`src/rtl/demod_byte_packer.sv`:
```
// Sample FIFO plus byte serialiser: buffers 16-bit demodulated samples and
// hands them to the UART transmitter as two bytes over a valid/ready handshake.
module demod_byte_packer #(
    parameter int WIDTH     = 16,
    parameter int DEPTH     = 16,
    parameter bit MSB_FIRST = 1'b1
) (
    input  logic                       clk,
    input  logic                       rst,
    input  logic [WIDTH-1:0]           data_i,
    input  logic                       valid_i,
    output logic [7:0]                 byte_o,
    output logic                       byte_valid_o,
    input  logic                       byte_ready_i,
    output logic                       overflow_o,
    output logic [$clog2(DEPTH):0]     level_o,
    output logic                       empty_o
);

    localparam int AW = $clog2(DEPTH);
    localparam int LW = AW + 1;

    typedef enum logic [1:0] {IDLE, BYTE0, BYTE1} state_t;

    logic [WIDTH-1:0] mem [DEPTH];
    logic [AW-1:0]    wr_ptr_reg;
    logic [AW-1:0]    rd_ptr_reg;
    logic [LW-1:0]    level_reg;
    logic             overflow_reg;
    state_t           state_reg;
    logic [WIDTH-1:0] hold_reg;
    logic [7:0]       byte_reg;
    logic             byte_valid_reg;

    logic             full;
    logic             not_empty;
    logic             pop;
    logic             push;
    logic [WIDTH-1:0] rd_word;

    assign full      = (level_reg == LW'(DEPTH));
    assign not_empty = (level_reg != '0);
    // The FSM pops when idle, or on the final byte's handshake for back-to-back output.
    assign pop       = not_empty &&
                       ((state_reg == IDLE) || ((state_reg == BYTE1) && byte_ready_i));
    assign push      = valid_i && (!full || pop);
    assign rd_word   = mem[rd_ptr_reg];

    function automatic logic [7:0] first_byte(input logic [WIDTH-1:0] w);
        return MSB_FIRST ? w[WIDTH-1 -: 8] : w[7:0];
    endfunction

    function automatic logic [7:0] second_byte(input logic [WIDTH-1:0] w);
        return MSB_FIRST ? w[7:0] : w[WIDTH-1 -: 8];
    endfunction

    // Storage carries no reset so it can map onto block RAM.
    always_ff @(posedge clk) begin
        if (push) begin
            mem[wr_ptr_reg] <= data_i;
        end
    end

    always_ff @(posedge clk or posedge rst) begin
        if (rst) begin
            wr_ptr_reg   <= '0;
            rd_ptr_reg   <= '0;
            level_reg    <= '0;
            overflow_reg <= 1'b0;
        end else begin
            if (push) begin
                wr_ptr_reg <= wr_ptr_reg + AW'(1);
            end
            if (pop) begin
                rd_ptr_reg <= rd_ptr_reg + AW'(1);
            end
            case ({push, pop})
                2'b10:   level_reg <= level_reg + LW'(1);
                2'b01:   level_reg <= level_reg - LW'(1);
                default: level_reg <= level_reg;
            endcase
            if (valid_i && full && !pop) begin
                overflow_reg <= 1'b1;
            end
        end
    end

    always_ff @(posedge clk or posedge rst) begin
        if (rst) begin
            state_reg      <= IDLE;
            hold_reg       <= '0;
            byte_reg       <= 8'h00;
            byte_valid_reg <= 1'b0;
        end else begin
            case (state_reg)
                IDLE: begin
                    if (pop) begin
                        hold_reg       <= rd_word;
                        byte_reg       <= first_byte(rd_word);
                        byte_valid_reg <= 1'b1;
                        state_reg      <= BYTE0;
                    end
                end
                BYTE0: begin
                    if (byte_ready_i) begin
                        byte_reg  <= second_byte(hold_reg);
                        state_reg <= BYTE1;
                    end
                end
                BYTE1: begin
                    if (byte_ready_i) begin
                        if (pop) begin
                            hold_reg  <= rd_word;
                            byte_reg  <= first_byte(rd_word);
                            state_reg <= BYTE0;
                        end else begin
                            byte_valid_reg <= 1'b0;
                            state_reg      <= IDLE;
                        end
                    end
                end
                default: begin
                    byte_valid_reg <= 1'b0;
                    state_reg      <= IDLE;
                end
            endcase
        end
    end

    assign byte_o       = byte_reg;
    assign byte_valid_o = byte_valid_reg;
    assign overflow_o   = overflow_reg;
    assign level_o      = level_reg;
    assign empty_o      = (level_reg == '0) && (state_reg == IDLE);

endmodule

```
`config.mk`:
```
export PLATFORM = sky130hd
export DESIGN_NAME = demod_byte_packer
export DESIGN_NICKNAME = d
export VERILOG_FILES = /design/src/rtl/demod_byte_packer.sv
export SDC_FILE = /design/constraint.sdc
export NUM_CORES = 1
export LEC_CHECK = 0
export ABC_AREA = 1
export ABC_CLOCK_PERIOD_IN_PS = 3270
export BUFFER_PORTS_ARGS = -buffer_cell sky130_fd_sc_hd__buf_2
export CORE_ASPECT_RATIO = 1.5
export CORE_MARGIN = 2
export CORE_UTILIZATION = 30
export CTS_CLUSTER_DIAMETER = 30
export DETAILED_ROUTE_END_ITERATION = 7
export PLACE_DENSITY_LB_ADDON = 0.12
export RECOVER_POWER = 25
export SLEW_MARGIN = 25
export SYNTH_ARGS = -nofsm -noshare
export SYNTH_HDL_FRONTEND = slang
export SYNTH_SLANG_ARGS = --single-unit
```
`constraint.sdc`:
```
create_clock -name clk -period 3.27 [get_ports clk]
set_input_delay 0 -clock clk [delete_from_list [all_inputs] [get_ports clk]]
set_output_delay 0 -clock clk [all_outputs]
set_load 0.03 [all_outputs]
```
# [Word-level counts from Yosys, hierarchy flattened]
# Memory sizes are Yosys's and may differ from the RTL's.
# Index checks and enable logic that the tools add are counted.
[op_classes] n_addsub=4 n_eq_ne=9 muxes=19 bitwise_logic=1 reduce_logical=20
[op_table] op="$mux W16" count=2
[op_table] op="$pmux W16 S2" count=1
[op_table] op="$mux W8" count=3
[op_table] op="$pmux W8 S3" count=1
[op_table] op="$pmux W5 S2" count=1
[op_table] op="$add A4 B1 Y4 const B" count=2
[op_table] op="$ne A2 B2 Y1 const B" count=4
[op_table] op="$logic_and A1 B1 Y1" count=6
[op_table] op="$mux W1" count=6
[op_table] op="$mux W2" count=3
[op_table] op="$pmux W2 S3" count=1
[op_table] op="$reduce_and A3 Y1" count=2
[op_table] op="$add A5 B1 Y5 const B" count=1
[op_table] op="$eq A5 B5 Y1 const B" count=1
[op_table] op="$logic_not A5 Y1" count=1
[op_table] op="$reduce_bool A5 Y1" count=1
[op_table] op="$sub A5 B1 Y5 const B" count=1
[op_table] op="$eq A2 B1 Y1 const B" count=2
[op_table] op="$eq A2 B2 Y1 const B" count=2
[op_table] op="$reduce_and A4 Y1" count=1
[op_table] op="$reduce_bool A2 Y1" count=2
[op_table] op="$pmux W1 S3" count=1
[op_table] op="$reduce_bool A3 Y1" count=1
[op_table] op="$logic_not A1 Y1" count=2
[op_table] op="other kinds (4)" count=5
[totals] register_bits=41 mem_bits_rw=256 input_bits=20 out_inout_bits=16 wordCells=62 mem_count=1
[memory_table] name="mem" depth=16 width=16 read_ports=1 rd_ports_with_merged_regs=0 write_ports=1 line_no="25" text="logic [WIDTH-1:0] mem [DEPTH];"

# [Longest topological paths before layout]
# Gate-level depths: netlist of the first run.
[logic_depth] depth_word=8 depth_mapped=14 depth_no_buf=14

# [Least setup slack after synthesis of the first run]
# OpenSTA, ideal clock, no wires.
[synth_path] path_kind="register to register" from="reg level_reg[0], in the netlist level_o[0]" to="mem mem[11][0] (enable)" setup_ns=0.388 t_arrival_ns=1.807 setup_slack_ns=1.075 stages_incl_launch_ff=7 n_path_buf=0 path_cell_list="dfrtp_1 nor2_1 nand3_1 nand2_1 inv_2 nand2_1 nor2_1"
[synth_between] elab_chain_cells=6 elab_cells_between_ends=8 classes_between="1 x eq/ne; 2 x mux; 5 x reduce/logical"
[synth_lines] element="start: declaration" line_no="28" text="logic [LW-1:0] level_reg;"
[synth_lines] element="start signal: assignment" line_no="78" text="2'b10: level_reg <= level_reg + LW'(1);"
[synth_lines] element="start signal: assignment" line_no="79" text="2'b01: level_reg <= level_reg - LW'(1);"
[synth_lines] element="start signal: assignment" line_no="80" text="default: level_reg <= level_reg;"
[synth_lines] element="$eq A5 B5 Y1 or $reduce_bool A5 Y1 (tied branches)" line_no="41, 42"
[synth_lines] element="$logic_not A1 Y1 or $logic_and A1 B1 Y1 (tied branches)" line_no="46, 44"
[synth_lines] element="$logic_or A1 B1 Y1 (*)" line_no="46" text="assign push = valid_i && (!full || pop);"
[synth_lines] element="$logic_and A1 B1 Y1 (*)" line_no="46"
[synth_lines] element="$mux W1 (*)" line_no="59" text="if (push) begin"
[synth_lines] element="$mux W1 (not written as such) (*)" line_no="60" text="mem[wr_ptr_reg] <= data_i;"
[synth_lines] element="end: declaration" line_no="25"
# Mark *: on every way between the ends. The rest lies on a longest branch, timed or not.

# [Final worst setup path of the first run]
[layout_path] from="reg state_reg[1]" to="mem mem[9][11] (enable)"
[layout_between] elab_chain_cells=8 elab_cells_between_ends=9 classes_between="1 x eq/ne; 2 x mux; 6 x reduce/logical"
[layout_lines] element="start: declaration" line_no="30" text="state_t state_reg;"
[layout_lines] element="start signal: assignment" line_no="90" text="state_reg <= IDLE;"
[layout_lines] element="start signal: assignment" line_no="101" text="state_reg <= BYTE0;"
[layout_lines] element="start signal: assignment" line_no="107" text="state_reg <= BYTE1;"
[layout_lines] element="$eq A2 B2 Y1" line_no="45" text="((state_reg == IDLE) || ((state_reg == BYTE1) && byte_ready_i));"
[layout_lines] element="$logic_and A1 B1 Y1" line_no="45"
[layout_lines] element="$logic_or A1 B1 Y1 (*)" line_no="45"
[layout_lines] element="$logic_and A1 B1 Y1 (*)" line_no="44" text="assign pop = not_empty &&"
[layout_lines] element="$logic_or A1 B1 Y1 (*)" line_no="46"
[layout_lines] element="$logic_and A1 B1 Y1 (*)" line_no="46"
[layout_lines] element="$mux W1 (*)" line_no="59"
[layout_lines] element="$mux W1 (not written as such) (*)" line_no="60"
# Marks and branches as above.

==> summary.txt, run 1 <==
CTS Buf Count = 51
Fmax achieved = 449.5 MHz
Critical Path Stages = 8
max-cap violations = 0
post-synthesis async set-or-reset flop share = 11.42%
WL final = 33.66 mm
initial antenna violation count = 0
Most common cell on crit path = nand2_1
Final WS setup = 1.045 ns
critical path launch point = state_reg[1]
commonest cells in the synthesized netlist = 256 x edfxtp_1, 209 x nor2_1, 121 x o21ai_0, 63 x nand2_1, 51 x o211ai_1
Cell variety after synth = 26
Fin. Hold Viols = 0
DR pass1 iterations = 5
Core Area = 38,430 sq um
Worst-Margin Slew = 0.8925 ns
worst hold path type = input port to async pin
ys flop type = edfxtp_1
wire length per cell = 21.59 um
fill count = 3,661
layout cells sized above 1 = 15.51%
mux cell area share after synthesis = 0%
first-pass GRT wire length = 50.11 mm
slowest cell on the critical path = dfrtp_1
PD cells = 1022 nW/um^2
LEAKAGE = 5.017 nW
H-tree depth = 2
cell taking the most area after synthesis = edfxtp_1
compound-gate portion of the synthesized area = 11.51%
drt via density = 4.822
syn_nets = 961
Max-Slew Margin vs Limit = 40.50%
Tot GR Track Use = 16.96%
DRC violations left = 0
setup TNS = 0 ns
CTS Buffer Depth = 3
FF+latch count, synth = 289
Post-Synth XOR/XNOR Area = 0.6758%
CTS tree = built
RD Place Congestion = 0.7629
Setup violations, final = 0
I/O pin total = 36
Cells after Synth = 934
largest cells by area after synthesis = edfxtp_1 66%, dfrtp_1 7.1%, nor2_1 6.7%
worst path required time = 3.49 ns
die width = 165.0 um
most common cell in the netlist = edfxtp_1
Remaining Overflow, GRT = 0
Crit path max-delay family = simple AND/OR/NAND/NOR gates
Reg area = 8519 sq um
largest family of logic cells by synthesized area = compound AO/OA/AOI/OAI gates
Yosys top cell area share = 65.91%
pre-CTS setup slack = 1.028 ns
Slew Limit Fails = 0
port bufs = 35
Detail Route Antenna Nets = 0
multi-input logic area = 2808 sq um
Final HPWL DP = 20.71 mm
number of diodes = 0
worst skew pair latency = 0.57 ns
Largest register FFs = 256
Reg2Reg Depth = 8
Die Height = 245.5 um
r2r startpoint = state_reg[1]
RSZ-0062 raised after global routing = false
fin nets = 1,049
via count = 7,518
TritonCTS Sinks = 289
CP Launch Type = flip-flop
crit-path max FO = 14
Starting Density = 30.35%
clk_skew = 0.02945 ns
Worst Path Arrival = 2.45 ns
CP bufs+invs = 2
pin count of the biggest net entering global routing = 81
final period utilization = 68.03%
sequential share of the synthesized area = 72.99%
DRT iter0 DRCs = 476
Adder-Cell Fraction of Synth Area = 0.7509%
status = completed
Die ar. = 40,500 sq um
critical path type = flip-flop to flip-flop
endpoint class of the critical path = flip-flop
vias in the first global route = 7,716
Cell Rows = 88
Clock transition at path regs = 0.05 ns
Final Critical Period = 2.225 ns
Area Growth Syn to Fin = 24.15%
synth warn = 0
syn avg cell area = 12.49 sq um
post-CTS resize count = 0
Max stage delay on crit path = 0.49 ns
simple-gate share of the synthesized area = 10.79%
number of synthesized flops with an enable pin = 256
mapped cell area = 11,660 sq um
Root Buffer = clkbuf_16
critical-path cell list = a21oi_2, nor2_1, nand3_1, nand2_1, inv_2, nand2_1, nor2_2, buf_4
VDD IR-drop max = 435.6 uV
## timing repair
action                                 4_1_cts  5_1_grt
endpoints found under the hold margin      277        0
hold buffers                                19        0
setup buffers                                0        0
## path summary, 6_finish.rpt
check                           endpoint  slack (ns)
max                           mem[9][11]        1.05
min                           level_o[4]        0.12
max reg2reg                   mem[9][11]        1.05
min reg2reg                    byte_o[2]        0.47
max in group asynchronous  rd_ptr_reg[2]        2.40
min in group clk            state_reg[1]        0.31
## layout make-up
type                            instances  area share [%]
Timing Repair Buffer                   91           4.675
Sequential cell                       289           58.84
Multi-Input combinational cell        561           19.39
Clock inverter                         37           2.938
Inverter                               28          0.7431
Clock buffer                           58           9.142
Tap cell                              495           4.277
## report_power, final
part | switching [mW] | internal [mW] | total [mW]
logic | 3.21 | 1.32 | 4.53
clock network | 1.88 | 3.48 | 5.36
registers | 0.325 | 4.58 | 4.90
total | 5.41 | 9.38 | 14.8
## placed cells by master, fill, tap and decap left out
cell,Yosys,final
a21oi_2,1,1
dfrtp_2,0,2
buf_4,5,33
nand3_1,30,30
clkinv_4,0,6
inv_6,0,3
dlygate4sd3_1,0,19
o22ai_1,8,8
bufinv_16,0,7
clkbuf_1,26,19
nor3_1,10,10
nor2_1,209,193
a31oi_1,9,9
inv_8,0,1
inv_2,3,2
clkinvlp_4,0,9
clkinv_2,0,3
clkinv_8,0,1
xor2_1,9,9
o21ai_0,121,121
o211ai_1,51,51
nand4_1,5,5
nand2_2,1,1
o21ai_1,22,22
inv_4,0,1
edfxtp_1,256,256
nor2_2,0,16
clkbuf_16,0,52
clkinv_1,3,10
o21bai_1,2,2
buf_2,21,22
dfrtp_4,0,1
ha_1,7,7
inv_1,22,22
o221ai_1,13,13
nand2_1,63,63
buf_12,0,4
dfrtp_1,33,30
## metrics by stage
stage | util, % | std cells | hold WS [ns] | total power, mW | area [sq um]
5_1_grt | 37.68 | 1559 | 0.1844 | 15.60 | 14480
3_3_place_gp | 32.68 | 1445 | 0.1482 | 9.590 | 12560
4_1_cts | 37.72 | 1559 | 0.1132 | 15.01 | 14500
3_5_place_dp | 32.68 | 1445 | 0.1576 | 9.582 | 12560
2_1_floorplan | - | 934 | 0.09887 | 7.799 | 11660
6_report | 37.68 | 1559 | 0.1196 | 14.79 | 14480
## per-layer routing
metal	routed length, um	part of all wire [%]	GRT usage (%)	vias up
met2	17590	52	29.95	147
met1	13450	40	19.67	3726
li1	-	-	-	3583
met3	1011	3.0	2.699	62
met4	1598	4.7	8.593	0
met5	0	0	0	-
## cell families after synthesis
| kind of cell | Yosys count |
|---|---|
| flops | 289 |
| fa+ha+maj | 7 |
| xor+xnor | 9 |
| compound gates | 227 |
| simple gates | 318 |
| buf+inv | 84 |
## worst min-delay path, cell delays in order
cell and delay, ns:
dlygate4sd3_1 0.54, buf_2 0.12, inv_1 0.52
Power figures use the tool's default switching activity.
==> run 2: changes to the inputs <==
Settings changed: ABC_CLOCK_PERIOD_IN_PS 3270 to 2200.
Clock period 3.27 ns to 2.2 ns, I/O delays scaled along.
==> summary.txt, run 2 (synthesis gave the netlist of run 1 again) <==
status = completed (unchanged)
DR pass1 iterations = 5 (unchanged)
endpoint class of the critical path = flip-flop (unchanged)
Die Height = 245.5 um (unchanged)
fin nets = 1,079 (was 1,049)
pin count of the biggest net entering global routing = 56 (was 81)
Tot GR Track Use = 17.40% (was 16.96%)
Max-Slew Margin vs Limit = 39.15% (was 40.50%)
I/O pin total = 36 (unchanged)
worst skew pair latency = 0.57 ns (about the same)
drt via density = 4.815 (was 4.822)
Setup Fix Bufs, Post-CTS = 0 (unchanged)
RD Place Congestion = 0.7679 (was 0.7629)
fill count = 3,672 (was 3,661)
met3 Track Usage GR = 2.682% (was 2.699%)
Die ar. = 40,500 sq um (unchanged)
critical path type = flip-flop to flip-flop (unchanged)
TritonCTS Sinks = 289 (unchanged)
Fmax achieved = 508.6 MHz (was 449.5 MHz)
Cell Rows = 88 (unchanged)
CTS tree = built (unchanged)
port bufs = 35 (unchanged)
Setup violations, final = 0 (unchanged)
worst path required time = 2.66 ns (was 3.49 ns)
CP Launch Type = flip-flop (unchanged)
Worst Path Arrival = 2.43 ns (was 2.45 ns)
DRT iter0 DRCs = 508 (was 476)
via count = 7,666 (was 7,518)
Fin. Hold Viols = 0 (unchanged)
setup TNS = 0 ns (unchanged)
multi-input logic area = 2810 sq um (was 2808 sq um)
vias in the first global route = 7,903 (was 7,716)
final period utilization = 89.38% (was 68.03%)
Final WS setup = 0.2337 ns (was 1.045 ns)
Final HPWL DP = 21.78 mm (was 20.71 mm)
VDD IR-drop max = 736.4 uV (was 435.6 uV)
grt peak-use layer = met2 (unchanged)
worst hold path type = input port to flip-flop (was input port to async pin)
PD cells = 1515 nW/um^2 (was 1022 nW/um^2)
crit-path max FO = 34 (was 14)
Reg area = 8519 sq um (unchanged)
first-pass GRT wire length = 51.40 mm (was 50.11 mm)
most frequent cells in the layout = 256 x edfxtp_1, 193 x nor2_1, 121 x o21ai_0, 62 x nand2_1, 55 x clkbuf_16 (was 256 x edfxtp_1, 193 x nor2_1, 121 x o21ai_0, 63 x nand2_1, 52 x clkbuf_16)
wire length per cell = 21.38 um (was 21.59 um)
max-cap violations = 0 (unchanged)
Starting Density = 30.35% (unchanged)
WL final = 34.04 mm (was 33.66 mm)
RSZ-0062 raised after global routing = false (unchanged)
pre-CTS setup slack = 0.2109 ns (was 1.028 ns)
CTS Buffer Depth = 3 (unchanged)
die width = 165.0 um (unchanged)
CTS Buf Count = 55 (was 51)
LEAKAGE = 5.246 nW (was 5.017 nW)
Area Growth Syn to Fin = 28.22% (was 24.15%)
Worst-Margin Slew = 0.9128 ns (was 0.8925 ns)
Slew Limit Fails = 0 (unchanged)
layout cells sized above 1 = 18.69% (was 15.51%)
Post-Layout Cell Count = 1,592 (was 1,559)
Remaining Overflow, GRT = 0 (unchanged)
most common cell after layout, fill and taps aside = edfxtp_1 (unchanged)
Final Critical Period = 1.966 ns (was 2.225 ns)
met2 Use GR = 30.97% (was 29.95%)
Detail Route Antenna Nets = 0 (unchanged)
Core Area = 38,430 sq um (unchanged)
H-tree depth = 2 (unchanged)
Largest register FFs = 256 (unchanged)
Post-Place Cells = 1,470 (was 1,445)
Root Buffer = clkbuf_16 (unchanged)
Clock transition at path regs = 0.05 ns (about the same)
clk_skew = 0.02143 ns (was 0.02945 ns)
met1 usage = 20.76% (was 19.67%)
DRC violations left = 0 (unchanged)
initial antenna violation count = 0 (unchanged)
number of diodes = 0 (unchanged)
[run 2: power breakdown]
group | leakage (nW) | switching (mW) | internal (mW)
logic | 1.68 | 4.92 | 2.41
clock network | 0.863 | 2.92 | 5.22
registers | 2.70 | 0.388 | 6.81
[run 2: metrics by stage]
stage          util (%)  hold slack, ns  instance area [sq um]  power (mW)
2_1_floorplan         -         0.09887                  11660       11.59
3_3_place_gp      33.72         0.03843                  12960       14.77
3_5_place_dp      33.72         0.04648                  12960       14.75
4_1_cts           38.94          0.2345                  14960       23.01
5_1_grt           38.92          0.2805                  14960       23.96
6_report          38.92          0.2607                  14960       22.66
[run 2: area by class of cell]
type                       instances  share of cell area (%)
multi-input combinational        561                   18.79
timing repair buffer             117                   7.295
sequential                       289                   56.96
clock buffer                      62                   9.378
tap                              495                   4.141
inverter                          28                  0.7446
clock inverter                    40                   2.686
[run 2: path summary, 6_finish.rpt]
check / slack [ns] / cells past startpoint / endpoint / start
max: 0.23 / 7 / hold_reg[3] / rd_ptr_reg[0]
min: 0.26 / 4 / state_reg[1] / byte_ready_i
max reg2reg: 0.23 / 7 / hold_reg[3] / rd_ptr_reg[0]
min reg2reg: 0.47 / 2 / byte_o[1] / byte_o[1]
max in group asynchronous: 1.02 / 5 / wr_ptr_reg[2] / rst
min in group asynchronous: 0.56 / 4 / byte_o[1] / rst
[run 2: timing repair]
action	CTS	global route
hold buffers	20	0
endpoints found under the hold margin	293	0
gates resized for setup	0	2
endpoints found under the setup margin	0	1
[run 2: layer usage]
| metal | vias to the layer above | part of all wire [%] |
|---|---|---|
| met3 | 68 | 3.3 |
| met2 | 142 | 52 |
| met1 | 3798 | 41 |
| met5 | - | 0 |
| met4 | 0 | 3.7 |
| li1 | 3658 | - |
[run 2: critical path: stages (launching register included)]
cell and delay (ns):
dfrtp_4 0.50, inv_4 0.20, buf_12 0.24, buf_4 0.23, o21ai_0 0.10, o22ai_1 0.20
o211ai_1 0.20, a31oi_1 0.19
==> run 3: changes to the inputs <==
Settings changed: ABC_CLOCK_PERIOD_IN_PS 2200 to 1980, CORE_MARGIN 2 to 5.
Clock period 2.2 ns to 1.98 ns, I/O delays scaled along.
==> summary.txt, run 3 (synthesis gave the netlist of run 1 again) <==
status = completed (unchanged)
LEAKAGE = 5.383 nW (was 5.246 nW)
DRT iter0 DRCs = 418 (was 508)
CTS Buffer Depth = 3 (unchanged)
CP Launch Type = flip-flop (unchanged)
critical path type = flip-flop to flip-flop (unchanged)
Tot GR Track Use = 15.34% (was 17.40%)
DR top layer = met4 (unchanged)
TritonCTS Sinks = 289 (unchanged)
sequential power share = 30.8% (was 31.8%)
max-cap violations = 0 (unchanged)
fill count = 3,604 (was 3,672)
clock power share = 37.5% (was 35.9%)
Worst-Margin Slew = 0.8184 ns (was 0.9128 ns)
Fin. Hold Viols = 0 (unchanged)
Core Area = 38,430 sq um (unchanged)
vias in the first global route = 7,864 (was 7,903)
first-pass GRT wire length = 49.37 mm (was 51.40 mm)
via count = 7,650 (was 7,666)
fin nets = 1,087 (was 1,079)
WL final = 33.09 mm (was 34.04 mm)
port bufs = 35 (unchanged)
hold slack = 0.1148 ns (was 0.2607 ns)
Comb power frac = 31.7% (was 32.4%)
Slew Limit Fails = 0 (unchanged)
endpoint class of the critical path = flip-flop (unchanged)
Fmax achieved = 523.1 MHz (was 508.6 MHz)
I/O pin total = 36 (unchanged)
final period utilization = 96.55% (was 89.38%)
Sw Share = 34.81% (was 36.31%)
most common cell after layout, fill and taps aside = edfxtp_1 (unchanged)
worst path required time = 2.24 ns (was 2.66 ns)
crit-path max FO = 13 (was 34)
Root Buffer = clkbuf_16 (unchanged)
clk_skew = 0.02105 ns (was 0.02143 ns)
wire length per cell = 20.68 um (was 21.38 um)
most frequent cells in the layout = 256 x edfxtp_1, 192 x nor2_1, 121 x o21ai_0, 63 x nand2_1, 54 x clkbuf_16 (was 256 x edfxtp_1, 193 x nor2_1, 121 x o21ai_0, 62 x nand2_1, 55 x clkbuf_16)
Met3 Routed Length = 1.262 mm (was 1.127 mm)
layout cells sized above 1 = 19.64% (was 18.69%)
Area Growth Syn to Fin = 30.32% (was 28.22%)
H-tree depth = 2 (unchanged)
PD cells = 1705 nW/um^2 (was 1515 nW/um^2)
Die Height = 251.5 um (was 245.5 um)
RD Place Congestion = 0.7562 (was 0.7679)
VDD IR-drop max = 742.7 uV (was 736.4 uV)
Worst Path Arrival = 2.17 ns (was 2.43 ns)
M1 WL = 13.15 mm (was 13.91 mm)
Remaining Overflow, GRT = 0 (unchanged)
DRC violations left = 0 (unchanged)
Die ar. = 43,000 sq um (was 40,500 sq um)
initial antenna violation count = 0 (unchanged)
Starting Density = 30.35% (unchanged)
worst hold path type = input port to async pin (was input port to flip-flop)
DR pass1 iterations = 4 (was 5)
Final Critical Period = 1.912 ns (was 1.966 ns)
Switch Pwr = 9.020 mW (was 8.229 mW)
pin count of the biggest net entering global routing = 64 (was 56)
Cell Rows = 88 (unchanged)
Largest register FFs = 256 (unchanged)
setup TNS = 0 ns (unchanged)
CTS Buf Count = 53 (was 55)
CTS tree = built (unchanged)
Detail Route Antenna Nets = 0 (unchanged)
Max-Slew Margin vs Limit = 45.44% (was 39.15%)
met2 wire len = 17.65 mm (was 17.75 mm)
Setup violations, final = 0 (unchanged)
Clock transition at path regs = 0.05 ns (about the same)
RSZ-0062 raised after global routing = true (was false)
die width = 171.0 um (was 165.0 um)
worst skew pair latency = 0.57 ns (about the same)
drt via density = 4.781 (was 4.815)
Int Pwr = 16.89 mW (was 14.44 mW)
number of diodes = 0 (unchanged)
Final HPWL DP = 20.76 mm (was 21.78 mm)
-- run 3: cell count changes in the layout (fill, tap and decap cells not counted), moves of 2 or more --
| cell | previous run | this run |
|---|---|---|
| clkinvlp_4 | 10 | 7 |
| clkinv_8 | 0 | 2 |
| bufinv_16 | 5 | 12 |
| buf_4 | 41 | 50 |
| clkinv_1 | 6 | 8 |
| clkbuf_1 | 17 | 12 |
-- run 3: worst paths after layout --
kind / end / startpoint / depth (start not counted) / slack [ns]
worst min register to register: byte_o[7] / byte_o[7] / 2 / 0.48
max in group asynchronous: rd_ptr_reg[0] / rst / 4 / 1.47
worst min-delay path: hold_reg[6] / rst / 4 / 0.11
worst max-delay path: mem[10][8] / state_reg[1] / 8 / 0.07
min in group clk: state_reg[1] / byte_ready_i / 4 / 0.28
worst max register to register: mem[10][8] / state_reg[1] / 8 / 0.07
-- run 3: through the flow --
step	worst slack [ns]	area, sq um	util (%)	total power, mW	std cells
after global placement	0.04806	13020	33.88	16.36	1478
after detailed placement	0.02607	13020	33.88	16.36	1478
after CTS	0.02466	15150	39.42	26.22	1597
final	0.06838	15200	39.55	25.91	1600
after floorplan	-0.2152	11680	-	12.90	934
after global routing	-0.05848	15200	39.55	27.37	1600
-- run 3: repair_timing --
| action | 4_1_cts | 5_1_grt |
|---|---|---|
| setup endpoints to repair | 0 | 56 |
| resized for setup | 0 | 5 |
| setup buffers | 0 | 2 |
| hold buffers | 19 | 0 |
| endpoints found under the hold margin | 293 | 0 |
-- run 3: layout make-up --
class                   instances  area (sq um)  area share, %
flip-flops and latches        289          8519          56.05
multi-input cells             561          2820          18.55
inverters                      28         107.6         0.7079
clock inverters                46         611.8          4.025
clock buffers                  54          1330          8.750
repair buffers                127          1191          7.837
well taps                     495         619.3          4.075
-- run 3: layer usage --
layer	GRT usage (%)	vias to the layer above
met5	0	-
met3	2.539	63
met4	5.776	0
met1	18.03	3768
met2	27.82	146
li1	-	3673
-- run 3: critical path: stages, from the launching register on --
cell and delay, ns:
dfrtp_1 0.39, a21oi_2 0.17, nor2_1 0.05, nand3_1 0.08, nand2_1 0.13, inv_2 0.11
nand2_1 0.17, nor2_2 0.31, buf_12 0.20
-- run 3: power by group through the flow --
stage | Clock [mW] | Sequential (mW) | Combinational (mW)
finish | 9.71 | 7.99 | 8.22
global route | 10.2 | 8.05 | 9.10
CTS | 9.91 | 8.00 | 8.31
detailed placement | 0 | 8.10 | 8.26
global placement | 0 | 8.10 | 8.26
floorplan | 0 | 8.25 | 4.65
